File: src/rtl/stripe_pkg.sv
// Shared definitions for the 2-lane stripe scheduler: FSM states,
// default word width and lane-count encodings.
package stripe_pkg;

  localparam int unsigned DATA_W_DEFAULT = 32;

  typedef enum logic [1:0] {
    ST_IDLE  = 2'd0,
    ST_RUN   = 2'd1,
    ST_DRAIN = 2'd2
  } state_e;

  localparam logic LANES_1 = 1'b0;
  localparam logic LANES_2 = 1'b1;

endpackage

File: src/rtl/stripe_scheduler_lane_out_reg.sv
// Per-lane output stage: registered data word held until the next load,
// plus a single-cycle valid strobe for each loaded word.
module lane_out_reg #(
  parameter int unsigned DATA_W = 32
) (
  input  logic              clk_i,
  input  logic              reset_i,
  input  logic              load_i,
  input  logic [DATA_W-1:0] data_i,
  output logic [DATA_W-1:0] data_o,
  output logic              valid_o
);

  logic [DATA_W-1:0] data_q;
  logic              valid_q;

  always_ff @(posedge clk_i) begin
    if (reset_i) begin
      data_q  <= '0;
      valid_q <= 1'b0;
    end else begin
      valid_q <= load_i;
      if (load_i) data_q <= data_i;
    end
  end

  assign data_o  = data_q;
  assign valid_o = valid_q;

endmodule

File: src/rtl/stripe_scheduler.sv
// Round-robin 2-lane word striper with per-lane backpressure; lane-count
// changes take effect only once the current pair is complete.
module stripe_scheduler
  import stripe_pkg::*;
#(
  parameter int unsigned DATA_W = DATA_W_DEFAULT,
  parameter int unsigned CNT_W  = 16
) (
  input  logic              clk_2f,
  input  logic              reset,
  input  logic              cfg_en,
  input  logic              cfg_lanes,
  input  logic [DATA_W-1:0] data_input,
  input  logic              valid_in,
  output logic              in_ready,
  input  logic              lane_ready0,
  input  logic              lane_ready1,
  output logic [DATA_W-1:0] lane_0,
  output logic [DATA_W-1:0] lane_1,
  output logic              valid_out0,
  output logic              valid_out1,
  output logic              next_lane,
  output logic              active_lanes,
  output logic              busy,
  output logic [CNT_W-1:0]  word_cnt
);

  state_e           state_q, state_d;
  logic             ptr_q, ptr_d;
  logic             act_q, act_d;
  logic [CNT_W-1:0] cnt_q;
  logic             accept;

  always_ff @(posedge clk_2f) begin
    if (reset) begin
      state_q <= ST_IDLE;
      ptr_q   <= 1'b0;
      act_q   <= LANES_1;
      cnt_q   <= '0;
    end else begin
      state_q <= state_d;
      ptr_q   <= ptr_d;
      act_q   <= act_d;
      if (accept) cnt_q <= cnt_q + 1'b1;
    end
  end

  // No lane skipping: readiness is taken only from the lane ptr points at.
  always_comb begin
    in_ready = 1'b0;
    case (state_q)
      ST_RUN:   in_ready = ptr_q ? lane_ready1 : lane_ready0;
      ST_DRAIN: in_ready = ptr_q & lane_ready1;
      default:  in_ready = 1'b0;
    endcase
  end

  assign accept = valid_in & in_ready;

  always_comb begin
    state_d = state_q;
    ptr_d   = ptr_q;
    act_d   = act_q;
    case (state_q)
      ST_IDLE: begin
        ptr_d = 1'b0;
        if (cfg_en) begin
          state_d = ST_RUN;
          act_d   = cfg_lanes;
        end
      end
      ST_RUN: begin
        if (!cfg_en || (cfg_lanes != act_q)) state_d = ST_DRAIN;
        if (accept) ptr_d = (act_q == LANES_2) ? ~ptr_q : 1'b0;
      end
      ST_DRAIN: begin
        // Pending odd word must land on lane 1 before leaving, so the pair is never torn.
        if (!ptr_q) begin
          state_d = ST_IDLE;
        end else if (accept) begin
          ptr_d   = 1'b0;
          state_d = ST_IDLE;
        end
      end
      default: state_d = ST_IDLE;
    endcase
  end

  lane_out_reg #(.DATA_W(DATA_W)) u_lane0 (
    .clk_i   (clk_2f),
    .reset_i (reset),
    .load_i  (accept & ~ptr_q),
    .data_i  (data_input),
    .data_o  (lane_0),
    .valid_o (valid_out0)
  );

  lane_out_reg #(.DATA_W(DATA_W)) u_lane1 (
    .clk_i   (clk_2f),
    .reset_i (reset),
    .load_i  (accept & ptr_q),
    .data_i  (data_input),
    .data_o  (lane_1),
    .valid_o (valid_out1)
  );

  assign next_lane    = ptr_q;
  assign active_lanes = act_q;
  assign busy         = (state_q != ST_IDLE);
  assign word_cnt     = cnt_q;

endmodule

File: config.mk
export PLATFORM = sky130hd
export DESIGN_NAME = stripe_scheduler
export DESIGN_NICKNAME = d
export VERILOG_FILES = /design/src/rtl/stripe_pkg.sv /design/src/rtl/stripe_scheduler_lane_out_reg.sv /design/src/rtl/stripe_scheduler.sv
export SDC_FILE = /design/constraint.sdc
export NUM_CORES = 1
export LEC_CHECK = 0
export ABC_AREA = 1
export CORE_MARGIN = 10
export CORE_UTILIZATION = 35
export CTS_BUF_LIST = sky130_fd_sc_hd__clkbuf_8 sky130_fd_sc_hd__clkbuf_16
export DETAILED_ROUTE_END_ITERATION = 10
export HOLD_SLACK_MARGIN = 0.08
export PLACE_DENSITY = 0.72
export SYNTH_ARGS = -nofsm -noshare
export SYNTH_HDL_FRONTEND = slang
export SYNTH_SLANG_ARGS = --single-unit
File: constraint.sdc
create_clock -name clk_2f -period 2.05 [get_ports clk_2f]
set_clock_uncertainty 0.15 [all_clocks]
set_input_delay 0.3075 -clock clk_2f [delete_from_list [all_inputs] [get_ports clk_2f]]
set_output_delay 0.3075 -clock clk_2f [all_outputs]
set_load 0.05 [all_outputs]
==> results.yml <==
floorplan:
  number_of_i_o_pins: 125
  initial_utilization: 0.359
  std_cell_rows: 36
  die_width_um: 120
  dieArea_mm2: 0.0145
  die_height_um: 120
  placeableCoreArea_mm2: 0.00982
clocking:
  tritoncts_clock_tree: "done"
  max-clock-path-buffers: 2
  cts.reportedPaths.clkPinSlew_ns: 0.10
  clock_sink_count: 86
  cts_hold_buf: 0
  cts_root_buffer: "sky130_fd_sc_hd__clkbuf_8"
  numCtsBuffers: 9
  worstSkewPairLatency_ns: 0.35
  cts.repair_timing.setup_buffer_count: 0
  ctsHtreeMaxLevel: 3
worst_setup_path:
  crit_path_max_incr_delay_ns: 0.84
  setup.worst_path.end_class: "output pin"
  critPathBufInv: 1
  crit_type: "reg -> out"
  cp_cell_sequence: "clkdlybuf4s50_1"
  crit_path_max_fanout: 2
  critPathLaunchType: "flop"
  cp_data_required_time_ns: 1.59
  cp_slowest_cell: "sky130_fd_sc_hd__clkdlybuf4s50_1"
  critical_path.top_delay_family: "buffers and inverters"
  worst_ep_arrival_time_ns: 1.54
global_routing:
  grt_overflow_total: 0
  gr-usage-all-layers: 0.147
  grt_pass1_wl_um: 17600
  via_count_of_the_first_global_routing_pass: 3538
  antenna_violations_before_repair: 0
  grt_max_degree: 72
yosys:
  synth-seq-area-share: 0.488
  yosys_warnings: 0
  synth-adder-area-share: 0.0248
  synthDistinctLibCells: 28
  share_of_the_synthesized_netlist_area_taken_by_xor_and_xnor_gates: 0.00496
  post_synth_and_or_nand_nor_area_fraction: 0.286
  post_synth_inst_count: 477
  muxShareOfSynthArea: 0
  synth_seq_cells: 86
  synthesis.area_mm2: 0.00353
  syn-mean-instance-area_um2: 7.40
  synth_compound_area_frac: 0.128
  synth.net_count: 523
  combinational_family_with_the_most_area_after_synthesis: "simple AND/OR/NAND/NOR gates"
drt:
  drt_first_iter_violations: 212
  detailed_route_drc_error_count: 0
  detailroute.via_count: 3497
  route.final.wire_length_um: 10900
  detail_route.vias_per_cell: 4.74
  firstDrtPassIters: 4
  routed_wire_length_per_instance_um: 14.8
  antenna_violating_nets_left: 0
power:
  power.combinational.fraction: 0.182
  power_frac_seq: 0.476
  sw_frac_of_total: 0.305
  netSwitchingPower_uw: 1130
  vdd_drop_max_v: 0.000485
  power.clock.fraction: 0.342
  cellPowerDensity_mw_per_mm2: 719
  power_leakage_uw: 0.00231
  cellInternalPower_uw: 2580
final_layout:
  layout_utilization: 0.526
  ff_latch_area_mm2: 0.00173
  layout_overhead_on_the_synthesized_area_pct: 46.4
  final_nets: 646
  diodes: 0
  layout-drive-gt1-share: 0.111
  stdcell_count: 738
  fillCellCount: 954
  area_of_the_multi_input_gates_mm2: 0.00158
  stdcell_area_mm2: 0.00517
timing:
  worst-slew-pin-transition_ns: 0.548
  finalSetupViolations: 0
  setup_repair_after_global_routing_missed_its_margin: "yes"
  period_needed_ns: 2.00
  fmax_ghz: 0.501
  relSlewSlack: 0.633
  slew_limit_fails: 0
  finalCritPeriodShare: 0.973
  hold_viol_final: 0
  setup_total_negative_slack_ns: 0
job:
  timing.max_cap.violations: 0
place:
  io_buf_count: 124
  placed_area_mm2: 0.00492
  gp_routability_congestion: 0.828
  placed_cells: 722
  detailedPlacementHpwl_um: 7850
status:
  run_status: "completed"
worst_hold_path:
  timing.hold.worst.class: "reg -> reg"
final timing paths:
check,startpoint,to,slack [ns],depth (start not counted)
setup / recovery,u_lane0.data_o[0]$_SDFFE_PP0P_,lane_0[0],0.05,1
hold / removal,word_cnt[15]$_SDFFE_PP0P_,word_cnt[15]$_SDFFE_PP0P_,0.36,2
setup reg to reg,state_q[1]$_SDFFE_PP0P_,u_lane0.data_o[1]$_SDFFE_PP0P_,0.18,9
hold reg to reg,word_cnt[15]$_SDFFE_PP0P_,word_cnt[15]$_SDFFE_PP0P_,0.36,2
through the flow:
step	setup WS, ns	power [µW]	hold slack (ns)
floorplan	0.0314	2180	0.276
global placement	0.0633	2450	0.325
detailed placement	-0.00421	2460	0.337
CTS	0.00272	3760	0.362
global route	-0.0247	3890	0.383
finish	0.0547	3720	0.355
layout make-up:
class | instances | area share
timing repair buffer | 136 | 0.266
inverter | 27 | 0.0201
sequential | 86 | 0.334
tap | 133 | 0.0322
clock buffer | 9 | 0.0240
clock inverter | 7 | 0.0167
multi-input combinational | 340 | 0.306
metal layers:
layer / GRT usage / wire (µm) / vias to the layer above
met5: 0 / 0 / -
met2: 0.247 / 5190 / 124
li1: - / - / 1765
met3: 0.0838 / 1210 / 10
met4: 0.0377 / 123 / 0
met1: 0.156 / 4370 / 1598
synthesized netlist by cell type:
library cell / n / share of area
sky130_fd_sc_hd__nor3_1: 3 / 0.0043
sky130_fd_sc_hd__o21bai_1: 2 / 0.0043
sky130_fd_sc_hd__dfxtp_1: 86 / 0.49
sky130_fd_sc_hd__a21boi_0: 1 / 0.0021
sky130_fd_sc_hd__nand2_1: 57 / 0.061
sky130_fd_sc_hd__nor2_1: 154 / 0.16
sky130_fd_sc_hd__buf_6: 2 / 0.0064
sky130_fd_sc_hd__nand3_2: 1 / 0.0028
sky130_fd_sc_hd__a311oi_1: 1 / 0.0025
sky130_fd_sc_hd__o21ai_0: 59 / 0.084
sky130_fd_sc_hd__nand4_1: 4 / 0.0071
sky130_fd_sc_hd__xor2_1: 1 / 0.0025
sky130_fd_sc_hd__nand3_1: 14 / 0.020
sky130_fd_sc_hd__o21ai_1: 9 / 0.013
sky130_fd_sc_hd__buf_2: 6 / 0.0085
sky130_fd_sc_hd__ha_1: 7 / 0.025
sky130_fd_sc_hd__nand4_4: 1 / 0.0060
sky130_fd_sc_hd__and3_1: 1 / 0.0018
sky130_fd_sc_hd__buf_4: 7 / 0.015
sky130_fd_sc_hd__xnor2_1: 1 / 0.0025
sky130_fd_sc_hd__nor3b_2: 1 / 0.0035
sky130_fd_sc_hd__clkbuf_1: 8 / 0.0085
sky130_fd_sc_hd__inv_1: 23 / 0.024
sky130_fd_sc_hd__nand2_2: 4 / 0.0071
sky130_fd_sc_hd__nor2_4: 3 / 0.0096
sky130_fd_sc_hd__a21oi_1: 16 / 0.023
sky130_fd_sc_hd__buf_1: 1 / 0.0011
sky130_fd_sc_hd__inv_2: 4 / 0.0043
power by group through the flow:
stage | combinational, µW | sequential [µW] | clock [µW]
finish | 676 | 1770 | 1270
global route | 724 | 1780 | 1390
detailed placement | 658 | 1800 | 0
global placement | 652 | 1800 | 0
CTS | 680 | 1770 | 1310
floorplan | 239 | 1940 | 0
cell families (layout without fill, tap and decap cells):
family / Yosys count / in the layout
simple gates: 243 / 243
compound gates: 88 / 88
flops: 86 / 86
buf+inv: 51 / 179
fa+ha+maj: 7 / 7
xor+xnor: 2 / 2
sequential cells by signal, indices dropped and copies added (netlist names):
signal	flops
u_lane0.data_o	32
u_lane1.data_o	32
word_cnt	16
state_q	2
active_lanes	1
next_lane	1
u_lane0.valid_o	1
u_lane1.valid_o	1
layout by cell type, fill, tap and decap left out, types with 14 or more instances in the layout:
cell type / count
sky130_fd_sc_hd__nor2_1: 154
sky130_fd_sc_hd__clkdlybuf4s50_1: 91
sky130_fd_sc_hd__dfxtp_1: 84
sky130_fd_sc_hd__o21ai_0: 59
sky130_fd_sc_hd__nand2_1: 57
sky130_fd_sc_hd__buf_4: 24
sky130_fd_sc_hd__inv_1: 20
sky130_fd_sc_hd__a21oi_1: 16
sky130_fd_sc_hd__nand3_1: 14
timing repair:
| item | CTS | global route |
|---|---|---|
| endpoints found under the setup margin | 8 | 36 |
| cloned | 0 | 0 |
| hold endpoints to repair | 0 | 0 |
| gates resized for setup | 14 | 12 |
Power figures use the tool's default switching activity.
==> RTL edit 1, RTL diff (config.mk and constraints unchanged) <==
Encoding of `state_e`: now one-hot (3 bits for 3 states).
--- a/src/rtl/stripe_pkg.sv
+++ b/src/rtl/stripe_pkg.sv
@@ -4,10 +4,10 @@
 
   localparam int unsigned DATA_W_DEFAULT = 32;
 
-  typedef enum logic [1:0] {
-    ST_IDLE  = 2'd0,
-    ST_RUN   = 2'd1,
-    ST_DRAIN = 2'd2
+  typedef enum logic [2:0] {
+    ST_IDLE  = 3'b001,
+    ST_RUN   = 3'b010,
+    ST_DRAIN = 3'b100
   } state_e;
 
   localparam logic LANES_1 = 1'b0;
Formal check against the unedited RTL: no difference found for any inputs over 10 cycles, from zero or initial values and one cycle with reset high; not proved beyond that.
==> RTL edit 1 against the unedited design <==
Sequential cell count increased by 1. Global-route usage is 0.32 points higher. Sequential share of layout area grew 0.85 points. Final area down 1.6%. Wire length increased by 6.4%. Synthesized area increased by 1.8%. Combinational power fell by 48%. Via count increased by 4.1%. Synthesized cell count is the same. Count of clock-buffer cells in the layout unchanged. Worst setup slack worse by 0.0057 ns. Final cell count fell by 1.1%. Power shrank 14%. Critical endpoint unchanged. Highest routed layer unchanged.
==> RTL edit 1: results (changes against the unedited design) <==
vias in the first global route 3499 (-1.1%); CP endpoint lane_0[0]; root buffer cell clkbuf_8; initial antenna violation count 0 (unchanged); worst stage delay on the critical path 0.83 ns; Main synth FF type dfxtp_1; YS warnings 0 (unchanged); leak pwr 1.95 nW (-16%); GRT Total Usage 15.0% (+0.32 points); post-synth cell types 25 (-11%); syn_nets 517 (-1.1%); synth top area cells dfxtp_1 (48%), nand2_1 (12%), a21oi_1 (11%); port bufs 124 (unchanged); HP Class input port to flop; register area share after synthesis 48.5% (-0.29 points); layout cells sized above 1 9.88% (-1.2 points); Slew Limit Headroom 63.4% (about the same); HP Start reset; outcome completed; largest net degree at the start of global routing 54 (-25%); WP data arrival 1.54 ns (about the same); clock insertion delay at the later pin of the skew report 0.34 ns; FFs w/ async S/R, synth 0% (unchanged); Placer Congestion 0.880 (+6.3%); worst r2r path cells 9 (unchanged); FF-to-FF End word_cnt[10]; delay-heaviest family, CP buffers and inverters; htree depth 3 (unchanged); Reg2Reg Launch Point word_cnt[1]; total number of vias 3641 (+4.1%); Crit Path Max Fanout 2 (unchanged); WL/cell 15.9 µm (+7.5%); Nets 632 (-2.2%); Reg2Reg Setup Slack 0.17 ns; hpwl dp 8380 µm (+6.7%); most frequent cells after synthesis nand2_1 (119), dfxtp_1 (87), a21oi_1 (81), nand3_1 (79), nor2_1 (30); crit path launch u_lane0.data_o[0]; first-pass GRT wire length 18200 µm (+3.2%); Worst Hold End word_cnt[6]; # fillers 920 (-3.6%); worst vdd ir 0.000399 V (-18%); Iter 0 DRT Violations 249 (+17%)
-- RTL edit 1: through the flow --
stage          util, %  hold slack, ns  cell area [µm²]  std cells  setup WS [ns]
2_1_floorplan        -           0.322             3590        477         0.0412
3_5_place_dp      49.5           0.303             4880        714        -0.0593
6_report          51.5           0.164             5080        730         0.0490
5_1_grt           51.5           0.180             5080        730       -0.00322
4_1_cts           51.3           0.150             5060        730        0.00462
3_3_place_gp      49.5           0.299             4880        714        -0.0129
-- RTL edit 1: timing repair --
action / CTS / global route
cloned: 0 / 0
setup endpoints to repair: 1 / 10
hold buffers: 0 / 0
resized for setup: 1 / 9
-- RTL edit 1: final cells by class --
type | count | area [µm²] | share of cell area [%]
clock buffer | 9 | 124 | 2.44
sequential | 87 | 1740 | 34.3
tap | 133 | 166 | 3.27
clock inverter | 7 | 55.1 | 1.08
multi-input combinational | 334 | 1550 | 30.4
inverter | 25 | 104 | 2.04
timing repair buffer | 135 | 1350 | 26.5
-- RTL edit 1: metal layers --
| layer | routed length [µm] | vias up | track usage [%] |
|---|---|---|---|
| met5 | 0 | - | 0 |
| met4 | 162 | 0 | 5.89 |
| met3 | 853 | 14 | 4.09 |
| met2 | 5510 | 147 | 23.9 |
| met1 | 5060 | 1689 | 18.9 |
| li1 | - | 1791 | - |
-- RTL edit 1: cells by family (layout without fill, tap and decap cells) --
kind of cell | count (synthesis) | in the layout | synth area share (%)
AOI/OAI and AO/OA | 88 | 88 | 12.3
xor gates and xnor gates | 6 | 6 | 1.46
adders and majority gates | 1 | 1 | 0.348
buffers and inverters | 56 | 176 | 8.57
DFF | 87 | 87 | 48.5
and+or+nand+nor | 239 | 239 | 28.8
-- RTL edit 1: where the power goes --
part	internal [mW]	switching, mW
sequential	1.71	0.0179
clock	0.456	0.653
combinational	0.136	0.216
==> RTL edit 2, RTL diff (same settings) <==
Made on the original files. Change the parameter `CNT_W` from 16 to 32.
--- a/src/rtl/stripe_scheduler.sv
+++ b/src/rtl/stripe_scheduler.sv
@@ -4,7 +4,7 @@
   import stripe_pkg::*;
 #(
   parameter int unsigned DATA_W = DATA_W_DEFAULT,
-  parameter int unsigned CNT_W  = 16
+  parameter int unsigned CNT_W  = 32
 ) (
   input  logic              clk_2f,
   input  logic              reset,
Interface: changed (resized word_cnt); port bits go from 125 to 141. The function was not compared with the original's and may differ.
==> RTL edit 2 against the unedited design <==
Sequential cell count increased by 16. Global-route usage increased by 0.83 points. Core utilization decreased by 2.0 points. Power increased by 42%. Final area increased by 24%. Worst setup slack got worse by 0.0047 ns. Wire length increased by 32%. Non-clock buffer count increased by 19. Synthesized area increased by 28%.
==> RTL edit 2: results (changes against the unedited design) <==
Post-Syn Instances 641 (+34%); seq pwr 2.15 mW (+21%); root buffer cell clkbuf_16; Compound-Gate Fraction of Synth Area 10.9% (-1.9 points); # fillers 1236 (+30%); global routing usage on met1 17.5% (+1.8 points); M3 GR Usage 10.4% (+2.0 points); total wire length 14400 µm (+32%); Placer Congestion 0.919 (+11%); Iter 0 DRT Violations 356 (+68%); Post-Synth Adder-Cell Area 1.93% (-0.55 points); placed insts 932 (+29%); worst vdd ir 0.000720 V (+48%); layout cells sized above 1 11.7% (+0.62 points); met1 WL 6000 µm (+37%); placed cell area 6030 µm² (+23%); vias per cell 4.87 (+2.9%); met2 wire len 6420 µm (+24%); hpwl dp 9990 µm (+27%); Initial DRT Pass Iterations 5 (+1); GRT Total Usage 15.5% (+0.83 points); synth top area cells dfxtp_1 (45%), nand2_1 (15%), nand3_1 (9.2%); leak pwr 2.33 nW (+0.76%); mux contribution to synthesized area 0% (unchanged); worst stage delay on the critical path 0.82 ns (-0.02 ns); Sequential Power Share 40.8% (-6.8 points); HP Class flop to flop; Slew Limit Headroom 62.2% (-1.2 points); largest net degree at the start of global routing 85 (+18%); most frequent cells after synthesis nand2_1 (184), dfxtp_1 (102), nand3_1 (83), a21oi_1 (82), nor2_1 (67); post-synthesis xor/xnor area fraction 1.55% (+1.0 points); post-synth cell types 27 (-3.6%); Nets 819 (+27%); first-pass GRT wire length 22800 µm (+30%); outcome completed; NetSw 1.73 mW (+52%); Clk. pwr 1.78 mW (+40%); Post-CTS Resized 6 (-8); Clock Pin Slew Worst Setup and Hold Paths 0.07 ns (-0.03 ns); top cell type's share of synthesized area 45.1% (-3.7 points)
## RTL edit 2: changes by cell type after synthesis, sizes merged, moves of 3 or more
cell    before  now
xor2         1    4
xnor2        1    4
nand4        5    8
nand2       61  185
o21ai       68   13
a21oi       16   82
inv         27   37
nor2       157   73
nand3       15   84
dfxtp       86  102
clkbuf       8   16
## RTL edit 2: final timing paths
kind | startpoint | end | slack [ns] | cells after the start
hold reg to reg | u_lane1.data_o[14] | u_lane1.data_o[14] | 0.31 | 2
setup reg to reg | state_q[0] | u_lane0.data_o[13] | 0.09 | 10
setup / recovery | word_cnt[31] | word_cnt[31] | 0.05 | 1
hold / removal | u_lane1.data_o[14] | u_lane1.data_o[14] | 0.31 | 2
## RTL edit 2: cell type report
class                   instances  area [µm²]  area share, %
flip-flops and latches        102        2050           31.9
clock buffers                  10         239           3.72
multi-input cells             468        2190           34.1
repair buffers                155        1520           23.6
inverters                      37         141           2.20
well taps                     172         215           3.35
clock inverters                 6        70.1           1.09
